## src/rtl/cmdproc_parser_if.sv

```systemverilog
// Purpose: bundles the command byte stream, the command issue handshake and
//          the read-response stream of cmdproc_parser.
// Ports (signals):
//   s_cmd_tdata/tvalid/tlast -> parser, s_cmd_tready <- parser   command bytes
//   cmd_addr_o/data_o/wr_o/valid_o <- parser, cmd_ack_i/rdata_i -> parser
//   m_resp_tdata/tvalid/tlast <- parser, m_resp_tready -> parser  response bytes
// Modports: slave = parser side, master = host/environment side.
interface cmdproc_parser_if #(
  parameter int unsigned ADDR_BYTES = 3,
  parameter int unsigned DATA_BYTES = 4
);
  logic [7:0]              s_cmd_tdata;
  logic                    s_cmd_tvalid;
  logic                    s_cmd_tready;
  logic                    s_cmd_tlast;
  logic [8*ADDR_BYTES-2:0] cmd_addr_o;
  logic [8*DATA_BYTES-1:0] cmd_data_o;
  logic                    cmd_wr_o;
  logic                    cmd_valid_o;
  logic                    cmd_ack_i;
  logic [8*DATA_BYTES-1:0] cmd_rdata_i;
  logic [7:0]              m_resp_tdata;
  logic                    m_resp_tvalid;
  logic                    m_resp_tready;
  logic                    m_resp_tlast;

  modport slave (
    input  s_cmd_tdata, s_cmd_tvalid, s_cmd_tlast, cmd_ack_i, cmd_rdata_i, m_resp_tready,
    output s_cmd_tready, cmd_addr_o, cmd_data_o, cmd_wr_o, cmd_valid_o,
           m_resp_tdata, m_resp_tvalid, m_resp_tlast
  );

  modport master (
    output s_cmd_tdata, s_cmd_tvalid, s_cmd_tlast, cmd_ack_i, cmd_rdata_i, m_resp_tready,
    input  s_cmd_tready, cmd_addr_o, cmd_data_o, cmd_wr_o, cmd_valid_o,
           m_resp_tdata, m_resp_tvalid, m_resp_tlast
  );
endinterface

```

## src/rtl/cmdproc_parser.sv

```systemverilog
// Purpose: parses framed command bytes (address with read flag, optional write
//          data), issues the command, and streams back read data.
// Ports:
//   aclk           clock
//   cmdproc_reset  synchronous active-high reset
//   bus            cmdproc_parser_if.slave (command stream, issue, response)
//   err_o          high while halted after a framing error
//   err_count_o    saturating framing-error count
module cmdproc_parser #(
  parameter int unsigned ADDR_BYTES    = 3,
  parameter int unsigned DATA_BYTES    = 4,
  parameter int unsigned HALT_ON_ERROR = 1,
  parameter int unsigned TIMEOUT       = 0
) (
  input  logic            aclk,
  input  logic            cmdproc_reset,
  cmdproc_parser_if.slave bus,
  output logic            err_o,
  output logic [7:0]      err_count_o
);
  localparam int unsigned AW = 8*ADDR_BYTES - 1;
  localparam int unsigned DW = 8*DATA_BYTES;
  localparam int unsigned CW = 4;
  localparam int unsigned TW = 16;
  localparam logic [CW-1:0] ADDR_LEN  = CW'(ADDR_BYTES);
  localparam logic [CW-1:0] WR_LEN    = CW'(ADDR_BYTES + DATA_BYTES);
  localparam logic [CW-1:0] RESP_LAST = CW'(DATA_BYTES - 1);
  localparam logic [TW-1:0] TMO_LIMIT = TW'(TIMEOUT);

  localparam logic [2:0] S_IDLE    = 3'd0;
  localparam logic [2:0] S_ADDR    = 3'd1;
  localparam logic [2:0] S_DATA    = 3'd2;
  localparam logic [2:0] S_ISSUE   = 3'd3;
  localparam logic [2:0] S_RESP    = 3'd4;
  localparam logic [2:0] S_DISCARD = 3'd5;
  localparam logic [2:0] S_HALT    = 3'd6;

  logic [2:0]    state_q, state_d;
  logic [CW-1:0] cnt_q, cnt_d;
  logic [TW-1:0] tmo_q, tmo_d;
  logic [AW-1:0] addr_q, addr_d;
  logic [DW-1:0] data_q, data_d;
  logic [DW-1:0] resp_q, resp_d;
  logic          wr_q, wr_d;
  logic          rlast_q, rlast_d;
  logic [7:0]    errcnt_q, errcnt_d;
  logic          cvalid_q, rvalid_q, err_q;

  logic          s_rdy, byte_xfer, resp_xfer, last_byte, frame_err;
  logic [CW-1:0] cnt_inc;
  logic [TW-1:0] tmo_inc;

  // Ready is a pure decode of the state, forced low while reset is asserted.
  assign s_rdy = ~cmdproc_reset &
                 ((state_q == S_IDLE) || (state_q == S_ADDR) ||
                  (state_q == S_DATA) || (state_q == S_DISCARD));
  assign byte_xfer = bus.s_cmd_tvalid & s_rdy;
  assign resp_xfer = rvalid_q & bus.m_resp_tready;
  assign cnt_inc   = cnt_q + CW'(1);
  assign tmo_inc   = tmo_q + TW'(1);

  // Next-state and datapath updates.
  always_comb begin
    state_d   = state_q;
    cnt_d     = cnt_q;
    tmo_d     = '0;
    addr_d    = addr_q;
    data_d    = data_q;
    resp_d    = resp_q;
    wr_d      = wr_q;
    rlast_d   = rlast_q;
    errcnt_d  = errcnt_q;
    last_byte = 1'b0;
    frame_err = 1'b0;

    case (state_q)
      S_IDLE: begin
        if (byte_xfer) begin
          addr_d = AW'(bus.s_cmd_tdata[6:0]);
          wr_d   = ~bus.s_cmd_tdata[7];
          cnt_d  = CW'(1);
          // A single-byte frame can never be complete.
          if (bus.s_cmd_tlast) frame_err = 1'b1;
          else                 state_d   = S_ADDR;
        end
      end
      S_ADDR, S_DATA: begin
        if (byte_xfer) begin
          if (state_q == S_ADDR) addr_d = (addr_q << 8) | AW'(bus.s_cmd_tdata);
          else                   data_d = (data_q << 8) | DW'(bus.s_cmd_tdata);
          cnt_d     = cnt_inc;
          last_byte = wr_q ? (cnt_inc == WR_LEN) : (cnt_inc == ADDR_LEN);
          if (bus.s_cmd_tlast != last_byte)                 frame_err = 1'b1;
          else if (last_byte)                               state_d   = S_ISSUE;
          else if (state_q == S_ADDR && cnt_inc == ADDR_LEN) state_d  = S_DATA;
        end else begin
          // A byte in the limit cycle takes priority over the timeout.
          tmo_d = tmo_inc;
          if (TIMEOUT != 0 && tmo_inc == TMO_LIMIT) frame_err = 1'b1;
        end
      end
      S_ISSUE: begin
        if (bus.cmd_ack_i) begin
          if (wr_q) begin
            state_d = S_IDLE;
          end else begin
            resp_d  = bus.cmd_rdata_i;
            cnt_d   = '0;
            rlast_d = (DATA_BYTES == 1);
            state_d = S_RESP;
          end
        end
      end
      S_RESP: begin
        if (resp_xfer) begin
          resp_d = resp_q << 8;
          if (rlast_q) begin
            rlast_d = 1'b0;
            state_d = S_IDLE;
          end else begin
            cnt_d   = cnt_inc;
            rlast_d = (cnt_inc == RESP_LAST);
          end
        end
      end
      S_DISCARD: begin
        if (byte_xfer && bus.s_cmd_tlast) state_d = S_IDLE;
      end
      default: state_d = S_HALT;
    endcase

    // Framing errors: count, then halt or resynchronise.
    if (frame_err) begin
      tmo_d = '0;
      if (errcnt_q != 8'hFF) errcnt_d = errcnt_q + 8'd1;
      if (HALT_ON_ERROR != 0)                  state_d = S_HALT;
      else if (byte_xfer && bus.s_cmd_tlast)   state_d = S_IDLE;
      else                                     state_d = S_DISCARD;
    end
  end

  always_ff @(posedge aclk) begin
    if (cmdproc_reset) begin
      state_q  <= S_IDLE;
      cnt_q    <= '0;
      tmo_q    <= '0;
      addr_q   <= '0;
      data_q   <= '0;
      resp_q   <= '0;
      wr_q     <= 1'b0;
      rlast_q  <= 1'b0;
      errcnt_q <= '0;
      cvalid_q <= 1'b0;
      rvalid_q <= 1'b0;
      err_q    <= 1'b0;
    end else begin
      state_q  <= state_d;
      cnt_q    <= cnt_d;
      tmo_q    <= tmo_d;
      addr_q   <= addr_d;
      data_q   <= data_d;
      resp_q   <= resp_d;
      wr_q     <= wr_d;
      rlast_q  <= rlast_d;
      errcnt_q <= errcnt_d;
      cvalid_q <= (state_d == S_ISSUE);
      rvalid_q <= (state_d == S_RESP);
      err_q    <= (state_d == S_HALT);
    end
  end

  assign bus.s_cmd_tready  = s_rdy;
  assign bus.cmd_addr_o    = addr_q;
  assign bus.cmd_data_o    = data_q;
  assign bus.cmd_wr_o      = wr_q;
  assign bus.cmd_valid_o   = cvalid_q;
  assign bus.m_resp_tdata  = resp_q[DW-1 -: 8];
  assign bus.m_resp_tvalid = rvalid_q;
  assign bus.m_resp_tlast  = rlast_q;
  assign err_o             = err_q;
  assign err_count_o       = errcnt_q;
endmodule

```

## src/flat_wrapper.sv

```systemverilog
// flat-port wrapper written by rule: the top's interface ports become plain ports
module cmdproc_parser_flat 
#(
  parameter int unsigned ADDR_BYTES    = 3,
  parameter int unsigned DATA_BYTES    = 4,
  parameter int unsigned HALT_ON_ERROR = 1,
  parameter int unsigned TIMEOUT       = 0
)
  (aclk, cmdproc_reset, err_o, err_count_o, bus_s_cmd_tdata, bus_s_cmd_tvalid, bus_s_cmd_tlast, bus_cmd_ack_i, bus_cmd_rdata_i, bus_m_resp_tready, bus_s_cmd_tready, bus_cmd_addr_o, bus_cmd_data_o, bus_cmd_wr_o, bus_cmd_valid_o, bus_m_resp_tdata, bus_m_resp_tvalid, bus_m_resp_tlast);
  cmdproc_parser_if #(.ADDR_BYTES(ADDR_BYTES), .DATA_BYTES(DATA_BYTES)) bus_i ();
  input  logic aclk;
  input  logic cmdproc_reset;
  output logic err_o;
  output logic [7:0] err_count_o;
  input wire logic [$bits(bus_i.s_cmd_tdata)-1:0] bus_s_cmd_tdata;
  input wire logic [$bits(bus_i.s_cmd_tvalid)-1:0] bus_s_cmd_tvalid;
  input wire logic [$bits(bus_i.s_cmd_tlast)-1:0] bus_s_cmd_tlast;
  input wire logic [$bits(bus_i.cmd_ack_i)-1:0] bus_cmd_ack_i;
  input wire logic [$bits(bus_i.cmd_rdata_i)-1:0] bus_cmd_rdata_i;
  input wire logic [$bits(bus_i.m_resp_tready)-1:0] bus_m_resp_tready;
  output wire logic [$bits(bus_i.s_cmd_tready)-1:0] bus_s_cmd_tready;
  output wire logic [$bits(bus_i.cmd_addr_o)-1:0] bus_cmd_addr_o;
  output wire logic [$bits(bus_i.cmd_data_o)-1:0] bus_cmd_data_o;
  output wire logic [$bits(bus_i.cmd_wr_o)-1:0] bus_cmd_wr_o;
  output wire logic [$bits(bus_i.cmd_valid_o)-1:0] bus_cmd_valid_o;
  output wire logic [$bits(bus_i.m_resp_tdata)-1:0] bus_m_resp_tdata;
  output wire logic [$bits(bus_i.m_resp_tvalid)-1:0] bus_m_resp_tvalid;
  output wire logic [$bits(bus_i.m_resp_tlast)-1:0] bus_m_resp_tlast;
  assign bus_i.s_cmd_tdata = bus_s_cmd_tdata;
  assign bus_i.s_cmd_tvalid = bus_s_cmd_tvalid;
  assign bus_i.s_cmd_tlast = bus_s_cmd_tlast;
  assign bus_i.cmd_ack_i = bus_cmd_ack_i;
  assign bus_i.cmd_rdata_i = bus_cmd_rdata_i;
  assign bus_i.m_resp_tready = bus_m_resp_tready;
  assign bus_s_cmd_tready = bus_i.s_cmd_tready;
  assign bus_cmd_addr_o = bus_i.cmd_addr_o;
  assign bus_cmd_data_o = bus_i.cmd_data_o;
  assign bus_cmd_wr_o = bus_i.cmd_wr_o;
  assign bus_cmd_valid_o = bus_i.cmd_valid_o;
  assign bus_m_resp_tdata = bus_i.m_resp_tdata;
  assign bus_m_resp_tvalid = bus_i.m_resp_tvalid;
  assign bus_m_resp_tlast = bus_i.m_resp_tlast;
  cmdproc_parser #(.ADDR_BYTES(ADDR_BYTES), .DATA_BYTES(DATA_BYTES), .HALT_ON_ERROR(HALT_ON_ERROR), .TIMEOUT(TIMEOUT)) u_core (.aclk(aclk), .cmdproc_reset(cmdproc_reset), .bus(bus_i), .err_o(err_o), .err_count_o(err_count_o));
endmodule
```

## config.mk

```make
export PLATFORM = sky130hd
export DESIGN_NAME = cmdproc_parser_flat
export DESIGN_NICKNAME = d
export VERILOG_FILES = /design/src/rtl/cmdproc_parser_if.sv /design/src/rtl/cmdproc_parser.sv /design/src/flat_wrapper.sv
export SDC_FILE = /design/constraint.sdc
export NUM_CORES = 1
export LEC_CHECK = 0
export BUFFER_PORTS_ARGS = -buffer_cell sky130_fd_sc_hd__buf_4
export CORE_AREA = 2 2 101 103
export DETAILED_ROUTE_END_ITERATION = 10
export DIE_AREA = 0 0 103 105
export PLACE_DENSITY = 0.76
export SYNTH_ARGS = -nofsm -noshare
export SYNTH_HDL_FRONTEND = slang
export SYNTH_SLANG_ARGS = --single-unit
```

## constraint.sdc

```tcl
create_clock -name aclk -period 2.41 [get_ports aclk]
set_clock_uncertainty 0.15 [all_clocks]
set_input_delay 0.482 -clock aclk [delete_from_list [all_inputs] [get_ports aclk]]
set_output_delay 0.482 -clock aclk [all_outputs]
set_load 0.05 [all_outputs]
```

==> metrics.md, run 1 <==
| Metric | Value |
|---|---|
| Status | `complete, no violations` |
| Post-synthesis mux area share | `less than 1%` |
| Reg clk slew, reported paths | `0.11 ns` |
| Initial Utilization | `roughly 47%` |
| Cts hold-fix bufs | `0` |
| Adder-Cell Fraction of Synth Area | `less than 1%` |
| Share of cells above drive strength 1 | `25.8%` |
| Post-CTS Repair Setup Buffers | `0` |
| Die Y | `105 um` |
| DR vias | `4,322` |
| Avg Vias per Cell | `5.38` |
| Crit-path cells | `buf_4 > inv_1 > ha_1 > o211a_2 > mux2_4 > or4_1 > a21oi_1` |
| Slowest CP cell | `or4_1` |
| Area of placed instances | `about 5600 um^2` |
| Arrival time at the worst endpoint | `2.45 ns` |
| Hold WC Path Type | `primary input to register` |
| Compound-gate portion of the synthesized area | `between 20% and 30%` |
| Syn Nets | `609` |
| Grt ovf | `0` |
| Worst Hold Path EP | `u_core.bus.cmd_valid_o$_SDFF_PP0_` |
| R2r endpoint | `u_core.err_count_o[4]$_SDFFE_PP0P_` |
| Final period utilization | `between 90% and 100%` |
| Static Leak | `2.23 nW` |
| Final WS setup | `between 0.09 and 0.1 ns` |
| H-tree Lvls | `3` |
| Number of cells on the worst hold path | `2` |
| Post-DR wirelength/cell | `14.6 um` |
| Largest family of logic cells by synthesized area | `simple AND/OR/NAND/NOR gates` |
| Slew Limit Fails | `0` |
| R2r worst-path depth | `7` |
| RSZ-0062 raised after global routing | `no` |
| Drt first pass iters | `4` |
| Iter 0 DRT Violations | `168` |
| Startpoint Class | `register` |
| Pwr dens | `579 nW/um^2` |
| R2R Setup Slk | `0.1 ns` |
| All-Layer GR Usage | `roughly 21%` |
| P&R area growth vs syn | `27.8%` |
| Rows | `36` |
| Worst vdd ir | `0.000326 V` |
| Setup CP Type | `register to register` |
| Final worst path period need | `between 2 and 2.5 ns` |
| Syn_area_per_cell | `8.04 um^2` |
| Die area | `around 11,000 um^2` |
| Hold Path Origin | `cmdproc_reset` |
| Distinct cell type count after synthesis | `52` |
| Final setup fails | `0` |
| Commonest cells after routing, fill and taps aside | `nand2_1, buf_4, dfxtp_1` |
| CP max stage delay | `0.51 ns` |
| Horiz. Die Dim | `103 um` |
| Commonest non-fill, non-tap cell in the layout | `nand2_1` |
| Mapped Cells | `560` |
| Synth Area in Simple Gates | `23.7%` |
| DRC | `0` |
| Vias in the first global route | `3,946` |
| Slew Limit Headroom | `around 39%` |
| Most used DFF post-synth | `dfxtp_1` |
| Largest delay share family, worst path | `simple AND/OR/NAND/NOR gates` |
| Pre-CTS setup slack | `-0.0140 ns` |
| Critical path data required time | `2.55 ns` |
| Maximum fanout along the worst path | `10` |
| Max-Cap Viols | `0` |
| Top Ports | `123` |
| ANT cells | `0` |
| Post-synthesis xor/xnor area fraction | `1.08%` |
| CTS Sinks | `between 100 and 150` |
| HPWL Detailed | `8040 um` |
| Pin count of the biggest net entering global routing | `74` |
| IO buf count | `approximately 120` |
| Least-Margin Pin Slew | `0.910 ns` |
| Clock tree buffer depth | `2` |
| Asr flop ratio synth | `0%` |
| Root Driver | `clkbuf_8` |
| Clk Latency, worst-skew pair | `0.37 ns` |
| Layout Nets | `715` |
| Cell Area, Synth | `4500 um^2` |
| CP Buf/Inv Count | `2` |
| R2r startpoint | `u_core.cnt_q[0]$_SDFFE_PP0P_` |
| First-pass GRT wire length | `between 15,000 and 20,000 um` |
| Routed Antenna Nets | `0` |
| Final Instance Area | `~5800 um^2` |
| Wirelength, routed | `11,700 um` |
| Final Wtd Congestion | `0.941` |
| Post-synth EDFFs | `0` |
| Initial antenna violation count | `0` |
| CTS tree | `built` |
| Max Clk Rate | `~0.43 GHz` |
| Sequential share of the synthesized area | `47.6%` |
| Num CTS Buffers | `9` |
| Yosys reg bits | `107` |
| Final Hold Fails | `0` |
| Core area | `9640 um^2` |
| YS warnings | `0` |
| Crit path capture type | `register` |
-- worst max path at each step --
stage	cells after the start	slack, ns	start	endpoint
4_1_cts	6	0.05	u_core.cnt_q[1]$_SDFFE_PP0P_	u_core.err_count_o[4]$_SDFFE_PP0P_
3_3_place_gp	5	0.06	u_core.state_q[1]$_SDFF_PP0_	u_core.bus.cmd_addr_o[13]$_SDFFE_PP0P_
3_5_place_dp	5	-0.01	u_core.state_q[1]$_SDFF_PP0_	u_core.bus.cmd_addr_o[14]$_SDFFE_PP0P_
2_1_floorplan	7	0.05	cmdproc_reset	u_core.err_count_o[4]$_SDFFE_PP0P_
6_report	7	0.1	u_core.cnt_q[0]$_SDFFE_PP0P_	u_core.err_count_o[4]$_SDFFE_PP0P_
5_1_grt	7	0.0005	u_core.cnt_q[0]$_SDFFE_PP0P_	u_core.err_count_o[4]$_SDFFE_PP0P_
-- through the flow --
stage               hold slack, ns  total power [mW]  TNS [ns]  utilization (%)  cells
global route                 0.171              3.47         0             59.7    803
detailed placement           0.296              2.34   -0.0140             57.7    787
CTS                          0.168              3.35         0             59.5    802
global placement             0.292              2.34         0             57.7    787
floorplan                    0.282              2.16         0                -    560
finish                       0.177              3.33         0             59.7    803
-- layer usage --
layer	track usage [%]	part of all wire [%]	vias up	wire, um
li1	-	-	2158	-
met1	26.2	42	1975	4860
met2	32.7	48	169	5580
met3	7.56	9.5	20	1110
met4	6.20	1.4	0	161
met5	0	0	-	0
-- registers in the layout (all words and copies together), names as in the netlist --
register and flops:
u_core.cnt_q 4, u_core.bus.m_resp_tlast 1, u_core.bus.cmd_data_o 32, u_core.err_count_o 8, u_core.bus.cmd_addr_o 23, u_core.err_o 1, u_core.resp_q 32, u_core.bus.m_resp_tvalid 1
u_core.state_q 3, u_core.bus.cmd_valid_o 1, u_core.bus.cmd_wr_o 1
-- final cells by class --
cell class                      instances  area (um^2)
Tap cell                              133          166
Clock buffer                           10          128
Sequential cell                       107         2150
Inverter                                6         22.5
Clock inverter                          5         45.0
Multi-Input combinational cell        400         2170
Timing Repair Buffer                  142         1080
Fill cell                             903         3880
-- cells by family (layout without fill, tap and decap cells) --
kind of cell    count (synthesis)  in the layout
simple gates                  248            248
compound gates                142            143
flops                         107            107
buf+inv                        54            163
xor+xnor                        4              4
fa+ha+maj                       3              3
mux                             2              2
-- synth_stat cells (3+ instances only) --
master / number / area [um^2]
and3_1: 5 / 31.3
a21oi_1: 63 / 315
inv_1: 4 / 15.0
a31oi_1: 5 / 31.3
o21a_1: 3 / 22.5
nor3_1: 6 / 30.0
nand3_1: 17 / 85.1
or4_1: 3 / 22.5
buf_4: 8 / 60.1
ha_1: 3 / 37.5
a22oi_1: 16 / 120
o31ai_1: 5 / 37.5
clkbuf_1: 34 / 128
nand2_1: 143 / 537
nor2_1: 50 / 188
o21ai_1: 5 / 25.0
buf_1: 3 / 11.3
buf_2: 3 / 15.0
or3b_1: 3 / 26.3
nor2b_1: 3 / 18.8
a311oi_1: 26 / 228
dfxtp_1: 107 / 2140
o211ai_1: 4 / 30.0
and2_1: 3 / 18.8
xnor2_1: 3 / 26.3
-- worst reg2reg max path, cell delays in order (launching register included) --
cell	delay, ns
dfxtp_1	0.33
buf_4	0.16
inv_1	0.05
ha_1	0.26
o211a_2	0.28
mux2_4	0.36
or4_1	0.51
a21oi_1	0.15
-- power breakdown --
| group | total (mW) | leakage (nW) | internal (mW) | switching, mW |
|---|---|---|---|---|
| registers | 1.83 | 0.865 | 1.80 | 0.0346 |
| logic | 0.478 | 1.28 | 0.176 | 0.302 |
| clock network | 1.02 | 0.0853 | 0.388 | 0.633 |
| total | 3.33 | 2.23 | 2.36 | 0.970 |
-- what timing repair did --
| action | in CTS | in global routing |
|---|---|---|
| pin swaps | 0 | 1 |
| cloned | 0 | 1 |
| resized for setup | 1 | 3 |
| endpoints found under the setup margin | 4 | 19 |
No activity file was read; power rests on OpenSTA's default activity.
==> inputs of run 2 (changes only) <==
RECOVER_POWER = 100   (was unset)
==> metrics.md, run 2 (synthesis gave the netlist of run 1 again) <==
| Metric | Value |
|---|---|
| Status | `complete, no violations (unchanged)` |
| Startpoint Class | `register (unchanged)` |
| Clock tree buffer depth | `2 (unchanged)` |
| Final Instance Area | `5450 um^2 (was 5750 um^2)` |
| Clk Latency, worst-skew pair | `0.37 ns (about the same)` |
| Initial Utilization | `46.7% (unchanged)` |
| Final period utilization | `98.5% (was 95.9%)` |
| Fin cells | `803 (unchanged)` |
| Top Ports | `123 (unchanged)` |
| Maximum fanout along the worst path | `11 (was 10)` |
| Top Usage Layer GRT | `met2 (unchanged)` |
| All-Layer GR Usage | `20.7% (unchanged)` |
| Horiz. Die Dim | `103 um (unchanged)` |
| Final setup fails | `0 (unchanged)` |
| Pwr dens | `608 nW/um^2 (was 579 nW/um^2)` |
| P&R area growth vs syn | `20.9% (was 27.8%)` |
| Met1 Resource Use GR | `26.2% (unchanged)` |
| Commonest cells after routing, fill and taps aside | `nand2_1, dfxtp_1, clkbuf_1 (was nand2_1, buf_4, dfxtp_1)` |
| Slowest CP cell | `a211oi_1 (was or4_1)` |
| R2r worst-path depth | `6 (was 7)` |
| HPWL Detailed | `8040 um (unchanged)` |
| CTS Sinks | `107 (unchanged)` |
| Critical path data required time | `2.52 ns (was 2.55 ns)` |
| R2R Setup Slk | `0.04 ns (was 0.1 ns)` |
| CP max stage delay | `0.49 ns (was 0.51 ns)` |
| Crit path capture type | `register (unchanged)` |
| Rows | `36 (unchanged)` |
| Worst vdd ir | `0.000326 V (about the same)` |
| R2r endpoint | `u_core.err_count_o[2]$_SDFFE_PP0P_ (was u_core.err_count_o[4]$_SDFFE_PP0P_)` |
| Fill cell count | `980 (was 903)` |
| # placed instances | `787 (unchanged)` |
| Initial antenna violation count | `0 (unchanged)` |
| CTS tree | `built (unchanged)` |
| DR vias | `4,327 (was 4,322)` |
| Wirelength, routed | `11,800 um (was 11,700 um)` |
| Grt met3 use | `7.56% (unchanged)` |
| Crit-path cells | `or3b_1 > a211oi_1 > nand2_2 > buf_2 > o311ai_1 > o41ai_1 (was buf_4 > inv_1 > ha_1 > o211a_2 > mux2_4 > or4_1 > a21oi_1)` |
| Total Power | `3.31 mW (was 3.33 mW)` |
| IO buf count | `122 (unchanged)` |
| Max Clk Rate | `0.421 GHz (was 0.433 GHz)` |
| Root Driver | `clkbuf_8 (unchanged)` |
| Hold Path Origin | `cmdproc_reset (unchanged)` |
| Setup TNS | `0 ns (unchanged)` |
| Number of cells on the worst hold path | `2 (unchanged)` |
| Post-CTS Repair Setup Buffers | `0 (unchanged)` |
| DRC | `0 (unchanged)` |
| R2r startpoint | `u_core.state_q[2]$_SDFF_PP0_ (was u_core.cnt_q[0]$_SDFFE_PP0P_)` |
| Static Leak | `1.90 nW (was 2.23 nW)` |
| Num CTS Buffers | `9 (unchanged)` |
| Slew Limit Fails | `0 (unchanged)` |
| Area of placed instances | `5560 um^2 (unchanged)` |
| Arrival time at the worst endpoint | `2.49 ns (was 2.45 ns)` |
| Share of cells above drive strength 1 | `14.2% (was 25.8%)` |
| ANT cells | `0 (unchanged)` |
| Hold WC Path Type | `primary input to register (unchanged)` |
| RSZ-0062 raised after global routing | `no (unchanged)` |
| Final worst path period need | `2.37 ns (was 2.31 ns)` |
| First-pass GRT wire length | `18,200 um (unchanged)` |
| Grt ovf | `0 (unchanged)` |
| Drt first pass iters | `5 (was 4)` |
| Slew Limit Headroom | `37.9% (was 39.3%)` |
| Least-Margin Pin Slew | `0.930 ns (was 0.910 ns)` |
| H-tree Lvls | `3 (unchanged)` |
| Final Hold Fails | `0 (unchanged)` |
| Routed Antenna Nets | `0 (unchanged)` |
| Die area | `10,800 um^2 (unchanged)` |
| Pin count of the biggest net entering global routing | `74 (unchanged)` |
| Die Y | `105 um (unchanged)` |
| Commonest non-fill, non-tap cell in the layout | `nand2_1 (unchanged)` |
| Cts hold-fix bufs | `0 (unchanged)` |
| Max-Cap Viols | `0 (unchanged)` |
| Setup CP Type | `register to register (unchanged)` |
| Worst Hold Path EP | `u_core.bus.cmd_valid_o$_SDFF_PP0_ (unchanged)` |
| Layout Nets | `715 (unchanged)` |
| GR Util met2 | `32.7% (unchanged)` |
| Min Hold Slack | `0.175 ns (was 0.177 ns)` |
| Avg Vias per Cell | `5.39 (was 5.38)` |
| Iter 0 DRT Violations | `142 (was 168)` |
| Reg clk slew, reported paths | `0.11 ns (about the same)` |
| Vias in the first global route | `3,946 (unchanged)` |
| Core area | `9640 um^2 (unchanged)` |
| Post-DR wirelength/cell | `14.7 um (was 14.6 um)` |
| Final Wtd Congestion | `0.941 (unchanged)` |
-- run 2: cell types whose count changed in the layout (fill, tap and decap cells not counted), sizes merged --
cell    delta
buf       -79
clkbuf    +79
-- run 2: per-layer routing --
layer,vias to the layer above,share of wire [%]
met5,-,0
met4,0,0.88
met3,11,8.6
met2,150,48
met1,2014,42
li1,2152,-
-- run 2: timing repair --
| item | CTS | global route |
|---|---|---|
| cloned | 0 | 1 |
| pin swaps | 0 | 1 |
| endpoints found under the setup margin | 4 | 19 |
| gates resized for setup | 1 | 3 |
-- run 2: how the worst max path moves through the flow --
stage	start	endpoint	depth (start not counted)	slack, ns
3_5_place_dp	u_core.state_q[1]$_SDFF_PP0_	u_core.bus.cmd_addr_o[14]$_SDFFE_PP0P_	5	-0.01
6_report	u_core.state_q[2]$_SDFF_PP0_	u_core.err_count_o[2]$_SDFFE_PP0P_	6	0.04
4_1_cts	u_core.cnt_q[1]$_SDFFE_PP0P_	u_core.err_count_o[4]$_SDFFE_PP0P_	6	0.05
3_3_place_gp	u_core.state_q[1]$_SDFF_PP0_	u_core.bus.cmd_addr_o[13]$_SDFFE_PP0P_	5	0.06
5_1_grt	u_core.cnt_q[0]$_SDFFE_PP0P_	u_core.err_count_o[4]$_SDFFE_PP0P_	7	0.0005
2_1_floorplan	cmdproc_reset	u_core.err_count_o[4]$_SDFFE_PP0P_	7	0.05
-- run 2: area by class of cell --
| type | instances | area (um^2) | area share (%) |
|---|---|---|---|
| sequential | 107 | 2150 | 39.4 |
| inverter | 6 | 22.5 | 0.413 |
| clock buffer | 10 | 128 | 2.34 |
| tap | 133 | 166 | 3.05 |
| multi-input combinational | 400 | 2150 | 39.5 |
| timing repair buffer | 142 | 785 | 14.4 |
| clock inverter | 5 | 45.0 | 0.827 |
-- run 2: where the power goes --
group | switching (mW) | internal [mW] | total, mW
Sequential | 0.0341 | 1.80 | 1.83
Combinational | 0.299 | 0.158 | 0.456
Clock | 0.637 | 0.388 | 1.03
Total | 0.970 | 2.34 | 3.31
-- run 2: metrics by stage --
stage	setup slack [ns]	util (%)
final	0.0354	56.5
after floorplan	0.0483	-
after global placement	0.0560	57.7
after detailed placement	-0.0140	57.7
after global routing	0.000505	56.5
after CTS	0.0527	59.5
-- run 2: critical path, delay by kind of cell (launching register included) --
family	cells	cell delay, ns
AOI/OAI and AO/OA	3	0.92
and+or+nand+nor	2	0.55
DFF	1	0.45
buffers and inverters	1	0.19
